[src/rtl/mac_pkg.sv]
// mac_pkg: shared MAC transmit widths and the arbiter state encoding
package mac_pkg;
    localparam int MAC_WORD_WIDTH        = 32;
    localparam int MAC_FRAME_COUNT_WIDTH = 7;
    localparam int MAC_MAX_FRAME_WORDS   = 380;

    typedef enum logic [1:0] {
        ARB_IDLE,
        ARB_PASS,
        ARB_DRAIN
    } arb_state_e;
endpackage

[src/rtl/mac_rr_pick.sv]
// mac_rr_pick: combinational round-robin picker, first request at/after ptr wins
module mac_rr_pick #(
    parameter int NUM_PORTS = 4,
    parameter int PTR_WIDTH = $clog2(NUM_PORTS)
) (
    input  logic [NUM_PORTS-1:0] req,
    input  logic [PTR_WIDTH-1:0] ptr,
    output logic [NUM_PORTS-1:0] pick,
    output logic                 valid
);
    always_comb begin
        pick  = '0;
        valid = 1'b0;
        for (int i = 0; i < NUM_PORTS; i++) begin
            if (!valid && i >= int'(ptr) && req[i]) begin
                pick[i] = 1'b1;
                valid   = 1'b1;
            end
        end
        // wrap-around pass covers the ports below the pointer
        for (int i = 0; i < NUM_PORTS; i++) begin
            if (!valid && i < int'(ptr) && req[i]) begin
                pick[i] = 1'b1;
                valid   = 1'b1;
            end
        end
    end
endmodule

[src/rtl/mac_tx_arbiter.sv]
// mac_tx_arbiter: frame-level round-robin arbiter feeding the MAC transmit input
import mac_pkg::*;

module mac_tx_arbiter #(
    parameter int NUM_PORTS   = 4,
    parameter int DATA_WIDTH  = MAC_WORD_WIDTH,
    parameter int FRAME_LIMIT = 60,
    parameter int MAX_WORDS   = MAC_MAX_FRAME_WORDS
) (
    input  logic                              clock,
    input  logic                              reset,
    input  logic [NUM_PORTS*DATA_WIDTH-1:0]   req_data,
    input  logic [NUM_PORTS-1:0]              req_valid,
    input  logic [NUM_PORTS-1:0]              req_start,
    input  logic [NUM_PORTS-1:0]              req_end,
    output logic [NUM_PORTS-1:0]              req_ready,
    input  logic [MAC_FRAME_COUNT_WIDTH-1:0]  frame_count,
    output logic [DATA_WIDTH-1:0]             data_in,
    output logic                              data_in_enable,
    output logic                              data_in_start,
    output logic                              data_in_end,
    output logic [NUM_PORTS-1:0]              grant,
    output logic                              busy,
    output logic                              truncated,
    output logic                              protocol_error
);
    localparam int PW = $clog2(NUM_PORTS);
    localparam int CW = $clog2(MAX_WORDS + 1);

    arb_state_e            state, state_n;
    logic [NUM_PORTS-1:0]  grant_n, pick;
    logic [PW-1:0]         ptr, ptr_n, own_next;
    logic [CW-1:0]         count, count_n;
    logic [DATA_WIDTH-1:0] own_data;
    logic                  own_valid, own_start, own_end, pick_valid, accept, last_word;
    logic                  out_en_n, out_start_n, out_end_n, trunc_n, perr_n;

    mac_rr_pick #(.NUM_PORTS(NUM_PORTS), .PTR_WIDTH(PW)) u_pick (
        .req   (req_valid & req_start),
        .ptr   (ptr),
        .pick  (pick),
        .valid (pick_valid)
    );

    always_comb begin
        own_data  = '0;
        own_valid = 1'b0;
        own_start = 1'b0;
        own_end   = 1'b0;
        own_next  = '0;
        for (int i = 0; i < NUM_PORTS; i++) begin
            if (grant[i]) begin
                own_data  = req_data[i*DATA_WIDTH +: DATA_WIDTH];
                own_valid = req_valid[i];
                own_start = req_start[i];
                own_end   = req_end[i];
                own_next  = (i == NUM_PORTS - 1) ? '0 : PW'(i + 1);
            end
        end
    end

    // idle flushes stray mid-frame words; otherwise only the owner is served
    assign req_ready = (state == ARB_IDLE) ? (req_valid & ~req_start) : grant;
    assign accept    = (state != ARB_IDLE) && own_valid;
    assign last_word = count == CW'(MAX_WORDS - 1);
    assign busy      = state != ARB_IDLE;

    always_comb begin
        state_n     = state;
        grant_n     = grant;
        ptr_n       = ptr;
        count_n     = count;
        out_en_n    = 1'b0;
        out_start_n = 1'b0;
        out_end_n   = 1'b0;
        trunc_n     = 1'b0;
        perr_n      = 1'b0;
        if (state == ARB_IDLE) begin
            if (pick_valid && int'(frame_count) < FRAME_LIMIT) begin
                grant_n = pick;
                state_n = ARB_PASS;
            end
        end else if (accept) begin
            if (own_end) begin
                state_n = ARB_IDLE;
                grant_n = '0;
                ptr_n   = own_next;
                count_n = '0;
            end
            if (state == ARB_PASS) begin
                out_en_n    = 1'b1;
                out_start_n = count == '0;
                out_end_n   = own_end || last_word;
                perr_n      = own_start && count != '0;
                count_n     = own_end ? '0 : count + CW'(1);
                if (!own_end && last_word) begin
                    trunc_n = 1'b1;
                    state_n = ARB_DRAIN;
                end
            end
        end
    end

    always_ff @(posedge clock) begin
        if (reset) begin
            state          <= ARB_IDLE;
            grant          <= '0;
            ptr            <= '0;
            count          <= '0;
            data_in        <= '0;
            data_in_enable <= 1'b0;
            data_in_start  <= 1'b0;
            data_in_end    <= 1'b0;
            truncated      <= 1'b0;
            protocol_error <= 1'b0;
        end else begin
            state          <= state_n;
            grant          <= grant_n;
            ptr            <= ptr_n;
            count          <= count_n;
            data_in_enable <= out_en_n;
            data_in_start  <= out_start_n;
            data_in_end    <= out_end_n;
            truncated      <= trunc_n;
            protocol_error <= perr_n;
            if (out_en_n) data_in <= own_data;
        end
    end
endmodule

[config.mk]
export PLATFORM = sky130hd
export DESIGN_NAME = mac_tx_arbiter
export DESIGN_NICKNAME = d
export VERILOG_FILES = /design/src/rtl/mac_pkg.sv /design/src/rtl/mac_rr_pick.sv /design/src/rtl/mac_tx_arbiter.sv
export SDC_FILE = /design/constraint.sdc
export NUM_CORES = 1
export LEC_CHECK = 0
export BUFFER_PORTS_ARGS = -buffer_cell sky130_fd_sc_hd__buf_4
export CAP_MARGIN = 30
export CORE_MARGIN = 2
export CORE_UTILIZATION = 47
export DETAILED_ROUTE_END_ITERATION = 10
export PLACE_DENSITY = 0.86
export SYNTH_ARGS = -nofsm -noshare
export SYNTH_HDL_FRONTEND = slang
export SYNTH_HIERARCHICAL = 1
export SYNTH_SLANG_ARGS = --single-unit
[constraint.sdc]
create_clock -name clock -period 5.7 [get_ports clock]
set_input_delay 1.425 -clock clock [delete_from_list [all_inputs] [get_ports clock]]
set_output_delay 1.425 -clock clock [all_outputs]
set_load 0.01 [all_outputs]
Word-level counts from Yosys, hierarchy flattened
Index checks and enable logic that the tools add are counted.

word-level totals
  register bits after elaboration = 54
  input port bits = 149
  output and inout port bits = 46
  logic and storage cells = 114

cells by class
  $add $sub $neg = 1
  $lt $le $gt $ge = 7
  eq/ne operators = 3
  muxes and demuxes = 51
  bitwise gates (word level) = 6
  reductions and logical operators = 36

operator list
  cell                   number
  $mux W32               4
  $mux W1                30
  $mux W9                3
  $mux W4                5
  $mux W2                9
  $logic_and A1 B1 Y1    16
  $add A9 B1 Y9 const B  1
  $eq A9 B9 Y1 const B   1
  $logic_not A9 Y1       1
  $reduce_and A3 Y1      3
  $reduce_bool A9 Y1     1
  $and A4 B4 Y4          2
  $reduce_bool A2 Y1     4
  $logic_not A1 Y1       7
  $lt A7 B6 Y1 const B   1
  $ge A1 B2 Y1 const A   2
  $lt A1 B2 Y1 const A   2
  $not A4 Y4             1
  $reduce_or A4 Y1       1
  $not A1 Y1             3
  $eq A2 B1 Y1 const B   1
  $ge A2 B2 Y1 const A   1
  $logic_not A2 Y1       1
  $lt A2 B2 Y1 const A   1
  3 further kinds        3

Depth between registers and ports, before layout
Gate-level depths: netlist (run 1).

  depth after elaboration = 29
  gate-level depth with buffers = 7
  gate-level depth less buffers = 7

Cells and area by module
Netlist (run 1), hierarchy kept.

modules (own cells, without submodules)
  module          instances  cells each  area an instance (µm²)  sequential area each (µm²)
  mac_tx_arbiter  1          418         3155.5                  1081.0
  mac_rr_pick     1          18          113.9                   0.0

Least setup slack after synthesis (run 1)
No wires, ideal clock.

  path kind = input -> output
  start = input port req_start[0]
  end = output port req_ready[0]
  data arrival time = 1675 ps
  data required time = 4275 ps
  slack = 2600 ps
  stages = 2
  buffers on the path = 0
  path through = nand3b_1 nand2_1

between the ends
  word-level cells in the longest chain between the ends = 3

RTL lines
  element        line                  RTL
  from (decl)    mac_tx_arbiter.sv:14  input logic [NUM_PORTS-1:0] req_start,
  $not A4 Y4     mac_tx_arbiter.sv:63  assign req_ready = (state == ARB_IDLE) ? (req_valid & ~req_start) : grant;
  $and A4 B4 Y4  mac_tx_arbiter.sv:63
  $mux W4        mac_tx_arbiter.sv:63
  to (decl)      mac_tx_arbiter.sv:16  output logic [NUM_PORTS-1:0] req_ready,

No other way between the ends.

Final worst setup path (run 1)
  start = register grant[3]
  end = output port req_ready[3]

between the ends
  word-level cells in the longest chain between the ends = 1

RTL lines
  element                 line                   RTL
  from (decl)             mac_tx_arbiter.sv:22   output logic [NUM_PORTS-1:0] grant,
  from (signal assigned)  mac_tx_arbiter.sv:118  grant <= grant_n;
  $mux W4                 mac_tx_arbiter.sv:63

No other way between the ends.

==> run summary, run 1 <==
Clock Pin Slew Worst Setup and Hold Paths: 0.10 ns
setup repair after global routing missed its margin: no
Core Rows: 30
clock power share: 33.7%
setup TNS: 0 ns
Hold Violations, Final: 0
syn_area_per_cell: 7.499 µm²
vias in the first global route: 3558
Tcrit/Tclk final: 59.12%
Synth Area in Adders: 0.7654%
via density per instance: 5.857
Wirelength per Cell: 16.85 µm
Worst VDD drop: 0.1747 mV
gpl congestion: 0.9129
CP arrival: 1.94 ns
final setup violating endpoints: 0
WL final: 11540 µm
Detail Placement HPWL: 8592 µm
first-pass GRT wire length: 17240 µm
Worst Skew: 0.01153 ns
grt ovf: 0
Clock Latency Late Sink: 0.31 ns
CTS Buf Count: 5
Initial Util: 48.39%
Pleak: 2.103 nW
Sw Share: 24.90%
FMAX: 0.2968 GHz
CP max FO: 40
CP Cell Sequence: buf_4 -> nand2_1 -> nand2_1 -> buf_4
total of max-cap violations: 0
DRC viols: 0
largest cells by area after synthesis: dfxtp_1 (33%), nor3_1 (10%), a221oi_1 (8.8%)
post-synth top area share: 33.07%
Slew @ Worst Pin: 1.008 ns
number of antenna diodes: 0
Slew Viols, Final: 0
Die Span X: 87.41 µm
Pwr Total: 0.0009006 W
die height: 87.41 µm
CTS resizes: 0
share of cells above drive strength 1: 35.87%
worst hold path type: register to register
Comb pwr share: 22.3%
DRT Pass-1 Iters: 4
Post-CTS Setup Inserts: 0
multiplexer share of the synthesized area: 0.3062%
PortBufs: 192
max incr delay on CP: 0.81 ns
max_slew headroom: 32.76%
fin crit period: 3.370 ns
Most used DFF post-synth: dfxtp_1
Hold-fix buffers, CTS: 0
yosys synthesis warning count: 6
delay-heaviest family, CP: flip-flops
Int Pwr: 0.0006763 W
r2r setup slk: 2.76 ns
H-tree levels: 2
Startpoint Class: register
post-synthesis compound-gate area fraction: 26.06%
kind of end point of the critical path: output pin
status: finished, final reports clean
register area share after synthesis: 33.07%
Mapped Cells: 436
clock tree buffer depth: 2
XOR/XNOR Fraction of Synth Area: 0%
mapped cell area: 0.003269 mm²
Yosys reg bits: 54
CP Buf/Inv Count: 2
# clock sinks: 54
antenna violations before repair: 0
DR iter-0 viols: 184
switching pwr: 0.0002243 W
Cell variety after synth: 46
DIE AREA: 0.007640 mm²
Layout Nets: 755
Root Driver: clkbuf_8
post-synth top area cell: dfxtp_1
Final ANT Viol Nets: 0
TritonCTS clock tree: done
Layout area overhead: 49.33%
GRT Util Overall: 28.09%
largest family of logic cells by synthesized area: simple AND/OR/NAND/NOR gates
Post-synth EDFFs: 0
DR vias: 4012
CP Class: register to output pin
largest net degree at the start of global routing: 54
post-synthesis simple-gate area fraction: 34.33%
Power per Cell Area: 184.5 mW/mm²
Core Area: 0.006756 mm²
Flop pwr share: 44.0%
Critical Path RT: 4.28 ns
I/O pins: 195
filler cell count: 572
Slowest cell on crit path: dfxtp_2
Mapped Nets: 587
Async SR Flop Fraction: 0%
stage by stage:
step / hold WS (ns) / utilization (%) / cells / cell area [µm²] / setup slack (ns)
after floorplan: 0.4661 / - / 436 / 3269 / 2.600
after global placement: 0.4780 / 69.93 / 676 / 4725 / 2.192
after detailed placement: 0.4799 / 70.22 / 677 / 4745 / 2.161
after CTS: 0.4965 / 72.26 / 685 / 4882 / 2.341
after global routing: 0.5204 / 72.26 / 685 / 4882 / 2.177
final: 0.4933 / 72.26 / 685 / 4882 / 2.330
cells by family after synthesis:
group / after synthesis
mux: 1
buf+inv: 46
simple gates: 219
fa+ha+maj: 2
flops: 54
compound gates: 114
worst min-delay path: stages (launching register included):
cell and delay, ns:
dfxtp_1 0.32, nor2_1 0.09, nor3_1 0.04
power by group through the flow:
stage,Sequential (W),Combinational [W],Clock (W)
floorplan,0.000405,0.0000821,0
global placement,0.000407,0.000191,0
detailed placement,0.000405,0.000200,0
CTS,0.000396,0.000201,0.000305
global route,0.000398,0.000217,0.000324
finish,0.000396,0.000201,0.000304
state kept, by name, summed over array words and instances (netlist names), 2 cells and up:
name,flops
grant,4
state,2
count,9
data_in,32
ptr,2
per-layer routing:
metal  part of all wire, %  track usage (%)
met5                     0                0
met4                   1.2            5.594
met3                   7.0            5.024
met2                    51            48.62
met1                    41            36.61
layout by cell type (no fill, tap or decap), types with 2 or more instances in the layout:
cell type / n
and2_1: 6
nand4_1: 3
inv_1: 9
and3b_1: 2
dfxtp_2: 2
dfxtp_1: 52
or3_1: 3
nand3_1: 9
nor2_1: 46
and3_1: 4
o21ai_0: 10
clkbuf_8: 5
nand4b_1: 2
nor3_1: 67
nor2b_1: 37
o221a_2: 2
nand2_1: 24
nand2b_1: 5
a221oi_1: 33
ha_1: 2
nand3b_1: 5
a211oi_1: 36
a31oi_1: 2
buf_4: 196
a21oi_1: 16
bufinv_16: 2
a211o_1: 2
cells in the mapped netlist, types with 2 or more instances:
library cell   n
nor3_1        67
dfxtp_1       54
nor2_1        47
nor2b_1       38
a211oi_1      36
a221oi_1      33
clkbuf_1      29
nand2_1       24
a21oi_1       16
o21ai_0       10
inv_1          9
nand3_1        9
and2_1         6
nand2b_1       5
nand3b_1       5
and3_1         4
buf_1          4
nand4_1        3
or3_1          3
a211o_1        2
a31oi_1        2
and3b_1        2
buf_2          2
ha_1           2
nand4b_1       2
o221a_2        2
worst paths after layout:
path	startpoint	endpoint	cells past startpoint
worst min register to register	data_in[12]$_SDFFE_PP0P_	data_in[12]$_SDFFE_PP0P_	2
worst min-delay path	data_in[12]$_SDFFE_PP0P_	data_in[12]$_SDFFE_PP0P_	2
worst max-delay path	grant[3]$_SDFFE_PP0P_	req_ready[3]	4
worst max register to register	grant[2]$_SDFFE_PP0P_	count[6]$_SDFFE_PP0P_	6
area by class of cell:
type	count	area, µm²	share of cell area (%)
multi-input combinational	336	2032	41.62
timing repair buffer	197	1491	30.55
sequential	54	1084	22.19
tap	80	100.1	2.050
clock buffer	5	68.82	1.410
clock inverter	3	68.82	1.410
inverter	10	37.54	0.7688
Power figures use the tool's default switching activity.
==> run 2, diff against run 1 <==
--- a/config.mk
+++ b/config.mk
@@ -8,9 +8,9 @@
 export BUFFER_PORTS_ARGS = -buffer_cell sky130_fd_sc_hd__buf_4
 export CAP_MARGIN = 30
 export CORE_MARGIN = 2
-export CORE_UTILIZATION = 47
+export CORE_UTILIZATION = 44
 export DETAILED_ROUTE_END_ITERATION = 10
-export PLACE_DENSITY = 0.86
+export PLACE_DENSITY = 0.81
 export SYNTH_ARGS = -nofsm -noshare
 export SYNTH_HDL_FRONTEND = slang
 export SYNTH_HIERARCHICAL = 1
==> constraint.sdc (replaced) <==
create_clock -name clock -period 3.5 [get_ports clock]
set_input_delay 0.875 -clock clock [delete_from_list [all_inputs] [get_ports clock]]
set_output_delay 0.875 -clock clock [all_outputs]
set_load 0.01 [all_outputs]
==> run summary, run 2 (synthesis results as in run 1) <==
CTS resizes: 0
DR iter-0 viols: 274
CP Buf/Inv Count: 2
Flop pwr share: 46.3%
Slew @ Worst Pin: 0.5784 ns
Slew Viols, Final: 0
Endpoint, Worst Hold: data_in[21]$_SDFFE_PP0P_
largest net degree at the start of global routing: 55
delay-heaviest family, CP: simple AND/OR/NAND/NOR gates
Hold-fix buffers, CTS: 0
TritonCTS clock tree: done
H-tree levels: 2
Hold Slack: 0.4952 ns
vias in the first global route: 3699
# clock sinks: 54
I/O pins: 195
CP arrival: 1.72 ns
max reg flops: 32
max_slew headroom: 60.45%
clock power share: 30.2%
Crit path top cell by count: nand2_1
max incr delay on CP: 0.48 ns
Die Span X: 90.20 µm
fin crit period: 2.592 ns
top flop regs: data_in: 32 flops, count: 9 flops, grant: 4 flops
commonest non-fill, non-tap cells in the layout: buf_4 (198), nor3_1 (67), dfxtp_1 (52)
Hold Violations, Final: 0
die height: 90.20 µm
Comb pwr share: 23.5%
Worst Skew: 0.002660 ns
Post-CTS Setup Inserts: 0
clock tree buffer depth: 2
Reg-to-Reg End: count[6]$_SDFFE_PP0P_
antenna violations before repair: 0
DRT Pass-1 Iters: 5
Layout area overhead: 49.06%
Root Driver: clkbuf_8
Clock Latency Late Sink: 0.31 ns
setup repair after global routing missed its margin: no
number of antenna diodes: 0
CP Class: register to output pin
switching pwr: 0.0003637 W
DRC viols: 0
Critical Path RT: 2.62 ns
Clock Pin Slew Worst Setup and Hold Paths: 0.09 ns
WHS Path Cells: 2
CTS Buf Count: 5
Power per Cell Area: 285.5 mW/mm²
Final ANT Viol Nets: 0
Detail Placement HPWL: 8745 µm
worst hold path type: register to register
share of cells above drive strength 1: 35.81%
Sw Share: 26.14%
first-pass GRT wire length: 18980 µm
grt ovf: 0
kind of end point of the critical path: output pin
Pleak: 2.088 nW
DR vias: 4075
CP Cell Sequence: nor2_1 -> inv_1 -> nand2_1 -> nand2_1 -> buf_4
setup TNS: 0 ns
via density per instance: 5.780
CP max FO: 9
Wirelength per Cell: 16.80 µm
PortBufs: 192
gpl congestion: 0.9231
Slowest cell on crit path: nor2_1
Initial Util: 45.32%
Int Pwr: 0.001027 W
most common cell after layout, fill and taps aside: buf_4
FMAX: 0.3857 GHz
Core Rows: 31
hold_sp: data_in[21]$_SDFFE_PP0P_
status: finished, final reports clean
worst r2r src: grant[3]$_SDFFE_PP0P_
Startpoint Class: register
Layout Nets: 756
Tcrit/Tclk final: 74.07%
final setup violating endpoints: 0
crit path from: state[1]$_SDFFE_PP0P_
Core Area: 0.007214 mm²
total of max-cap violations: 0
r2r setup slk: 1.11 ns
Worst VDD drop: 0.2451 mV
Reg2Reg Depth: 5
DIE AREA: 0.008136 mm²
Biggest register: data_in
GRT Util Overall: 28.14%
WL final: 11850 µm
## run 2: cell count changes in the layout (fill, tap and decap cells not counted), sizes merged
cell / change
bufinv: -1
clkbuf: +1
buf: +1
clkinv: -1
clkinvlp: +1
## run 2: through the flow
step           total power (W)  instances  util, %  cell area, µm²  worst slack, ns
6_report              0.001391        705    67.55            4873           0.9076
2_1_floorplan        0.0007927        436        -            3269            1.227
4_1_cts               0.001394        705    67.55            4873           0.9366
5_1_grt               0.001452        705    67.55            4873           0.8101
3_5_place_dp         0.0009832        697    66.03            4763           0.8660
3_3_place_gp         0.0009767        697    66.03            4763           0.8599
## run 2: worst max-delay path by stage
stage / endpoint / slack [ns] / cells after the start
after floorplan: count[4]$_SDFFE_PP0P_ / 1.23 / 5
after global placement: count[6]$_SDFFE_PP0P_ / 0.86 / 6
after detailed placement: count[6]$_SDFFE_PP0P_ / 0.87 / 6
after CTS: req_ready[0] / 0.94 / 5
after global routing: req_ready[0] / 0.81 / 5
final: req_ready[0] / 0.91 / 5
## run 2: cell type report
class	count	area (µm²)
inverters	10	37.54
repair buffers	198	1486
well taps	99	123.9
multi-input cells	336	2032
flip-flops and latches	54	1084
clock inverters	2	37.54
clock buffers	6	72.57
fillers	646	2341
## run 2: power by group through the flow
| stage | registers, W | logic, W | clock network (W) |
|---|---|---|---|
| 2_1_floorplan | 0.000659 | 0.000134 | 0 |
| 3_3_place_gp | 0.000658 | 0.000319 | 0 |
| 3_5_place_dp | 0.000659 | 0.000324 | 0 |
| 5_1_grt | 0.000647 | 0.000357 | 0.000448 |
| 6_report | 0.000644 | 0.000327 | 0.000420 |
| 4_1_cts | 0.000644 | 0.000326 | 0.000424 |
## run 2: routing by layer
metal	routed length, µm	vias to the layer above	track usage (%)
met5	0	-	0
met4	202	0	7.436
met3	711	17	5.281
met2	5760	169	46.62
met1	5172	1928	37.71
li1	-	1961	-
## run 2: worst register-to-register path, stage by stage (launching register included)
cell,delay [ns]
dfxtp_2,0.69
or3b_2,0.27
o2111ai_4,0.28
a21oi_1,0.54
or4b_1,0.48
o21ai_0,0.08
==> run 3, diff against run 2 <==
==> constraint.sdc (replaced) <==
create_clock -name clock -period 2.7 [get_ports clock]
set_input_delay 0.675 -clock clock [delete_from_list [all_inputs] [get_ports clock]]
set_output_delay 0.675 -clock clock [all_outputs]
set_load 0.01 [all_outputs]
==> run summary, run 3 (synthesis results as in run 1) <==
Slew @ Worst Pin: 0.6564 ns
top flop regs: data_in: 32 flops, count: 9 flops, grant: 4 flops
Pleak: 2.119 nW
CTS resizes: 0
I/O pins: 195
number of antenna diodes: 0
CTS Buf Count: 5
Layout Nets: 760
Comb pwr share: 23.8%
clock tree buffer depth: 2
CP max FO: 64
GRT Util Overall: 28.29%
DR iter-0 viols: 262
Root Driver: clkbuf_8
WL final: 12050 µm
Post-CTS Setup Inserts: 0
Clock Pin Slew Worst Setup and Hold Paths: 0.09 ns
share of cells above drive strength 1: 36.29%
Layout area overhead: 50.67%
Startpoint Class: register
Initial Util: 45.32%
max_slew headroom: 56.24%
CP arrival: 1.72 ns
Wirelength per Cell: 17.03 µm
Hold-fix buffers, CTS: 0
FMAX: 0.4173 GHz
gpl congestion: 0.9415
Flop pwr share: 45.9%
Worst VDD drop: 0.2621 mV
H-tree levels: 2
via density per instance: 5.761
Slew Viols, Final: 0
Critical Path RT: 2.03 ns
Clock Latency Late Sink: 0.30 ns
DIE AREA: 0.008136 mm²
max reg flops: 32
Power per Cell Area: 368.7 mW/mm²
clock power share: 30.3%
PortBufs: 192
# clock sinks: 54
total of max-cap violations: 0
first-pass GRT wire length: 19090 µm
largest net degree at the start of global routing: 65
Core Util, Final: 68.28%
Hold Violations, Final: 0
status: finished, final reports clean
Tcrit/Tclk final: 88.76%
Core Area: 0.007214 mm²
final setup violating endpoints: 0
DR vias: 4079
grt ovf: 0
Die Span X: 90.20 µm
Detail Placement HPWL: 9000 µm
Final ANT Viol Nets: 0
Sw Share: 25.26%
setup repair after global routing missed its margin: no
filler cell count: 624
DRT Pass-1 Iters: 5
TritonCTS clock tree: done
worst hold path type: register to register
kind of end point of the critical path: output pin
Int Pwr: 0.001357 W
switching pwr: 0.0004588 W
DRC viols: 0
setup TNS: 0 ns
Biggest register: data_in
vias in the first global route: 3735
antenna violations before repair: 0
CP Class: register to output pin
commonest non-fill, non-tap cells in the layout: buf_4 (200), nor3_1 (67), dfxtp_1 (52)
die height: 90.20 µm
Worst Skew: 0.009257 ns
most common cell after layout, fill and taps aside: buf_4
Core Rows: 31
fin crit period: 2.397 ns
run 3: critical path: stages (launching register included):
cell	delay, ns
dfxtp_2	0.52
buf_4	0.58
nand2_1	0.10
nand2_1	0.09
buf_4	0.12
run 3: layout make-up:
type                       instances  area (µm²)  area share [%]
tap                               99       123.9           2.515
timing repair buffer             202        1536           31.19
multi-input combinational        336        2032           41.25
sequential                        54        1084           22.00
inverter                          10       37.54          0.7620
clock buffer                       6       82.58           1.676
clock inverter                     1       30.03          0.6096
run 3: worst paths after layout:
check / start / slack (ns) / cells after the start / end
worst max-delay path: grant[3]$_SDFFE_PP0P_ / 0.30 / 4 / req_ready[3]
worst min-delay path: data_in[11]$_SDFFE_PP0P_ / 0.49 / 2 / data_in[11]$_SDFFE_PP0P_
worst max register to register: grant[2]$_SDFFE_PP0P_ / 0.51 / 6 / count[4]$_SDFFE_PP0P_
worst min register to register: data_in[11]$_SDFFE_PP0P_ / 0.49 / 2 / data_in[11]$_SDFFE_PP0P_
run 3: per-stage QoR:
| stage | instance area [µm²] | setup WS (ns) | hold slack, ns | std cells | power, W |
|---|---|---|---|---|---|
| 6_report | 4926 | 0.3034 | 0.4921 | 708 | 0.001816 |
| 4_1_cts | 4926 | 0.2895 | 0.4966 | 708 | 0.001827 |
| 3_3_place_gp | 4798 | 0.1641 | 0.4781 | 700 | 0.001272 |
| 2_1_floorplan | 3269 | 0.6265 | 0.4661 | 436 | 0.001028 |
| 5_1_grt | 4926 | 0.1900 | 0.5112 | 708 | 0.001897 |
| 3_5_place_dp | 4813 | 0.2507 | 0.4793 | 701 | 0.001283 |
run 3: power groups by stage:
stage	registers (W)	clock network [W]	logic [W]
after floorplan	0.000854	0	0.000173
after global placement	0.000850	0	0.000422
after detailed placement	0.000852	0	0.000431
after CTS	0.000833	0.000561	0.000433
after global routing	0.000836	0.000590	0.000470
final	0.000833	0.000550	0.000433
run 3: per-layer routing:
layer  part of all wire, %  GRT usage, %  vias to the layer above
li1                      -             -                     1964
met1                    42         36.62                     1899
met2                    49         47.93                      188
met3                   6.8         5.700                       28
met4                   2.0         7.821                        0
met5                     0             0                        -
